==> src/rtl/egress_drain.sv <==
// egress_drain: round-robin drain of egress FIFOs 4..7 onto one valid/ready stream.
// Define EGRESS_DEST_CHECK_EN to build the sticky destination-field check.
module egress_drain #(
  parameter int DATA_W   = 10,
  parameter int CNT_W    = 8,
  parameter int DEST_LSB = 8
) (
  input  logic              clk,
  input  logic              reset,
  input  logic [DATA_W-1:0] fifo4_out,
  input  logic [DATA_W-1:0] fifo5_out,
  input  logic [DATA_W-1:0] fifo6_out,
  input  logic [DATA_W-1:0] fifo7_out,
  input  logic              empty4,
  input  logic              empty5,
  input  logic              empty6,
  input  logic              empty7,
  output logic              pop4,
  output logic              pop5,
  output logic              pop6,
  output logic              pop7,
  output logic [DATA_W-1:0] data_out,
  output logic [1:0]        src_id,
  output logic              valid_out,
  input  logic              ready_in,
  output logic [CNT_W-1:0]  word_cnt,
  output logic              dest_err
);

  typedef enum logic [1:0] {
    S_IDLE,
    S_WAIT,
    S_HOLD
  } state_t;

  state_t            r_state;
  logic [1:0]        r_rr;
  logic [1:0]        r_gnt;
  logic [DATA_W-1:0] r_data;
  logic [1:0]        r_src;
  logic              r_valid;
  logic [CNT_W-1:0]  r_cnt;

  logic [3:0]        w_req;
  logic [3:0]        w_pop;
  logic [1:0]        w_gnt;
  logic              w_any;
  logic              w_hs;
  logic              w_take;
  logic [DATA_W-1:0] w_word;

  if (DEST_LSB + 2 > DATA_W) begin : g_bad_dest
    $error("DEST_LSB places the destination field outside the word");
  end

  assign w_req  = ~{empty7, empty6, empty5, empty4};
  assign w_any  = |w_req;
  assign w_hs   = (r_state == S_HOLD) && ready_in;
  // A new pop is issued from IDLE or in the same cycle a held word is accepted.
  assign w_take = reset && w_any && ((r_state == S_IDLE) || w_hs);

  always_comb begin
    logic [1:0] v_idx;
    v_idx = '0;
    w_gnt = r_rr;
    for (int k = 3; k >= 0; k--) begin
      v_idx = r_rr + 2'(k);
      if (w_req[v_idx]) w_gnt = v_idx;
    end
  end

  assign w_pop = w_take ? (4'b0001 << w_gnt) : 4'b0000;
  assign {pop7, pop6, pop5, pop4} = w_pop;

  always_comb begin
    w_word = fifo4_out;
    unique case (r_gnt)
      2'd0: w_word = fifo4_out;
      2'd1: w_word = fifo5_out;
      2'd2: w_word = fifo6_out;
      2'd3: w_word = fifo7_out;
    endcase
  end

  always_ff @(posedge clk or negedge reset) begin
    if (!reset) begin
      r_state <= S_IDLE;
      r_rr    <= '0;
      r_gnt   <= '0;
      r_data  <= '0;
      r_src   <= '0;
      r_valid <= 1'b0;
      r_cnt   <= '0;
    end else begin
      if (w_take) begin
        r_gnt <= w_gnt;
        r_rr  <= w_gnt + 2'd1;
      end
      unique case (r_state)
        S_IDLE: begin
          if (w_take) r_state <= S_WAIT;
        end
        S_WAIT: begin
          r_data  <= w_word;
          r_src   <= r_gnt;
          r_valid <= 1'b1;
          r_state <= S_HOLD;
        end
        S_HOLD: begin
          if (ready_in) begin
            r_cnt   <= r_cnt + CNT_W'(1);
            r_valid <= 1'b0;
            r_state <= w_take ? S_WAIT : S_IDLE;
          end
        end
        default: r_state <= S_IDLE;
      endcase
    end
  end

  assign data_out  = r_data;
  assign src_id    = r_src;
  assign valid_out = r_valid;
  assign word_cnt  = r_cnt;

`ifdef EGRESS_DEST_CHECK_EN
  logic r_derr;

  always_ff @(posedge clk or negedge reset) begin
    if (!reset) begin
      r_derr <= 1'b0;
    end else if ((r_state == S_WAIT) &&
                 (w_word[DEST_LSB+1:DEST_LSB] != r_gnt)) begin
      r_derr <= 1'b1;
    end
  end

  assign dest_err = r_derr;
`else
  assign dest_err = 1'b0;
`endif

endmodule

==> config.mk <==
export PLATFORM = sky130hd
export DESIGN_NAME = egress_drain
export DESIGN_NICKNAME = d
export VERILOG_FILES = /design/src/rtl/egress_drain.sv
export SDC_FILE = /design/constraint.sdc
export NUM_CORES = 1
export LEC_CHECK = 0
export BUFFER_PORTS_ARGS = -buffer_cell sky130_fd_sc_hd__buf_2
export CORE_UTILIZATION = 45
export CTS_CLUSTER_SIZE = 10
export DETAILED_ROUTE_END_ITERATION = 12
export PLACE_DENSITY = 0.79
export SETUP_SLACK_MARGIN = 0.3
export SYNTH_ARGS = -nofsm -noshare
export SYNTH_HDL_FRONTEND = slang
export SYNTH_SLANG_ARGS = --single-unit
==> constraint.sdc <==
create_clock -name clk -period 2.3 [get_ports clk]
set_input_delay 0.115 -clock clk [delete_from_list [all_inputs] [get_ports clk]]
set_output_delay 0.115 -clock clk [all_outputs]
set_load 0.005 [all_outputs]
==> flow_metrics.py <==
metrics = {
    "run_status": {
        "status": "finished, final reports clean",
    },
    "clocking": {
        "tritoncts": "built",
        "cts_root_buffer": "clkbuf_4",
        "cts-htree-levels": 1,
        "postCtsSetupBuffers": 0,
        "clock_sinks": 27,
        "cts_buffer_depth": 2,
        "path_clk_slew_ps": 140,
        "worstSkewPairLatency_ps": 320,
        "cts_buffers": 3,
    },
    "worst_setup_path": {
        "cp.arrival_ps": 1750,
        "start_kind": "register",
        "required_ps": 2180,
        "critPathKind": "register to output pin",
        "crit_fanout": 7,
        "end_kind": "output pin",
    },
    "sta": {
        "finalCritPeriodShare_pct": 81.0,
        "rsz0062_at_grt": "no",
        "max_freq_mhz": 537,
        "timing.setup.tns_ps": 0,
        "maxSlewViolCount": 0,
        "hold_viol_final": 0,
        "worst_slew_pin_slew_ps": 621,
        "setup_viol": 0,
        "skew_ps": 3.05,
        "relSlewSlack_pct": 58.6,
        "finalCriticalPeriod_ps": 1860,
        "hold_slack_ps": 87.5,
    },
    "layout": {
        "diodes": 0,
        "fillers": 268,
        "drive_gt1_share_pct": 55.3,
        "nets": 237,
        "area_delta_synth_final_pct": 31.4,
        "utilization_pct": 62.1,
        "layout_commonest_cell": "buf_2",
        "finish.instance_area_um2": 1880,
        "stdcell_count": 232,
        "layout_common_cells": "buf_2 (71), dfrtp_1 (25), mux2_2 (13), nor2_1 (11), mux4_2 (10)",
    },
    "synthesis": {
        "ys_ff_latch": 27,
        "synth_top_cell_by_area": "dfrtp_1",
        "yosys_most_used_dff": "dfrtp_1",
        "yosys_warnings": 0,
        "synthArstFlopShare_pct": 100,
        "synth_top_area_share_pct": 47.2,
        "synth_edf_count": 0,
        "synth_area_leaders": "dfrtp_1 (47%), mux4_2 (16%), mux2_2 (10%)",
        "synth_nets": 163,
        "syn_inst": 115,
        "yosysSeqAreaShare_pct": 47.2,
        "synth_area_um2": 1430,
        "avgSynthCellArea_um2": 12.5,
        "synth_cell_types": 34,
    },
    "placed_design": {
        "place.gp.congestion": 0.777,
        "place_hpwl_mm": 2.72,
        "dpl.cell_count": 227,
        "dpl_cell_area_um2": 1840,
        "io_buffer_count": 71,
    },
    "grt": {
        "grt_pass1_wl_mm": 5.80,
        "track_usage_pct": 22.5,
        "grt_max_degree": 28,
        "grt_pass1_vias": 1271,
        "antenna_found_initial": 0,
        "grt-ovfl-total": 0,
    },
    "pwr": {
        "switching_power_uw": 631,
        "seqPwrFrac_pct": 47.3,
        "pwr-share-clk_pct": 11.0,
        "p_comb_share_pct": 41.7,
        "swShare_pct": 33.9,
        "p_leak_nw": 0.921,
        "ir_worst_vdd_uv": 501,
        "power.density_nw_per_um2": 990,
        "intPower_mw": 1.23,
    },
    "die": {
        "die_w_um": 58.4,
        "pin_count": 73,
        "core-area_um2": 3030,
        "rows": 20,
        "die_y_um": 58.4,
        "initial_core_util_pct": 47.3,
        "die-area_um2": 3410,
    },
    "routing": {
        "drt_iter0_drc": 24,
        "first_pass_iters": 4,
        "post_drt_wl_per_cell_um": 14.5,
        "ant_nets": 0,
        "drc": 0,
        "via_count": 1193,
        "wl_mm": 3.36,
        "viasPerCell": 5.14,
    },
    "flow_run": {
        "drv_cap": 0,
    },
    "hold_path": {
        "min_path_type": "input port to register",
    },
}
path summary, 6_finish.rpt:
path	from	end	slack (ps)	cells past startpoint
worst max-delay path	r_rr[1]$_DFFE_PN0P_	pop4	440	5
worst max register to register	r_gnt[0]$_DFFE_PN0P_	data_out[2]$_DFFE_PN0P_	570	2
worst min register to register	word_cnt[7]$_DFFE_PN0P_	word_cnt[7]$_DFFE_PN0P_	490	1
worst min-delay path	ready_in	r_state[1]$_DFFE_PN0P_	90	3
max in group asynchronous	reset	r_rr[0]$_DFFE_PN0P_	1690	3
min in group asynchronous	reset	r_state[0]$_DFFE_PN0P_	340	3
synthesized netlist by cell type, types with 3 or more instances:
| cell | count |
|---|---|
| dfrtp_1 | 27 |
| mux2_2 | 13 |
| mux4_2 | 10 |
| nand3_1 | 4 |
| xnor2_1 | 4 |
| o21a_1 | 3 |
| nand2_1 | 7 |
| xor2_1 | 3 |
| nor2_1 | 11 |
| nor2b_1 | 4 |
metrics by stage:
stage | total power [mW] | setup WS (ps)
2_1_floorplan | 1.35 | 735
3_3_place_gp | 1.61 | 615
6_report | 1.86 | 437
5_1_grt | 2.01 | 315
3_5_place_dp | 1.67 | 551
4_1_cts | 1.87 | 363
state kept, by name (all words and copies together), names as in the netlist:
register / count
src_id: 2
data_out: 10
r_rr: 2
valid_out: 1
r_state: 2
r_gnt: 2
word_cnt: 8
metal layers:
metal	global-route usage, %	routed length, um	vias up
li1	-	-	561
met1	25.8	1280	573
met2	42.4	1870	52
met3	3.08	153	7
met4	8.84	49	0
met5	0	0	-
worst max-delay path, stage by stage, from the launching register on:
cell	delay, ps
dfrtp_2	480
and3_1	200
o32a_1	330
nand2b_1	180
nor2b_1	120
buf_2	120
area by class of cell:
type / count / area, um^2 / area share (%)
multi-input combinational: 80 / 726 / 38.6
sequential: 27 / 678 / 36.0
timing repair buffer: 75 / 388 / 20.6
tap: 44 / 55.1 / 2.93
clock buffer: 3 / 22.5 / 1.20
inverter: 2 / 7.51 / 0.399
clock inverter: 1 / 5.00 / 0.266
cell families after synthesis:
group	share of synthesized area, %
simple gates	12.7
fa+ha+maj	0.873
xor+xnor	4.28
compound gates	5.59
mux	26.6
buf+inv	2.53
flops	47.2
other cells	0.262
power groups by stage:
stage / clock network, mW / registers (mW) / logic [mW]
6_report: 0.204 / 0.881 / 0.777
5_1_grt: 0.231 / 0.919 / 0.859
4_1_cts: 0.207 / 0.882 / 0.779
3_5_place_dp: 0 / 0.893 / 0.773
3_3_place_gp: 0 / 0.873 / 0.736
2_1_floorplan: 0 / 0.815 / 0.538
timing repair:
action,CTS,global route
gates resized for setup,0,3
endpoints found under the setup margin,0,4
hold buffers,1,0
endpoints found under the hold margin,27,0
Note: power is estimated with default switching activity, not from simulation.
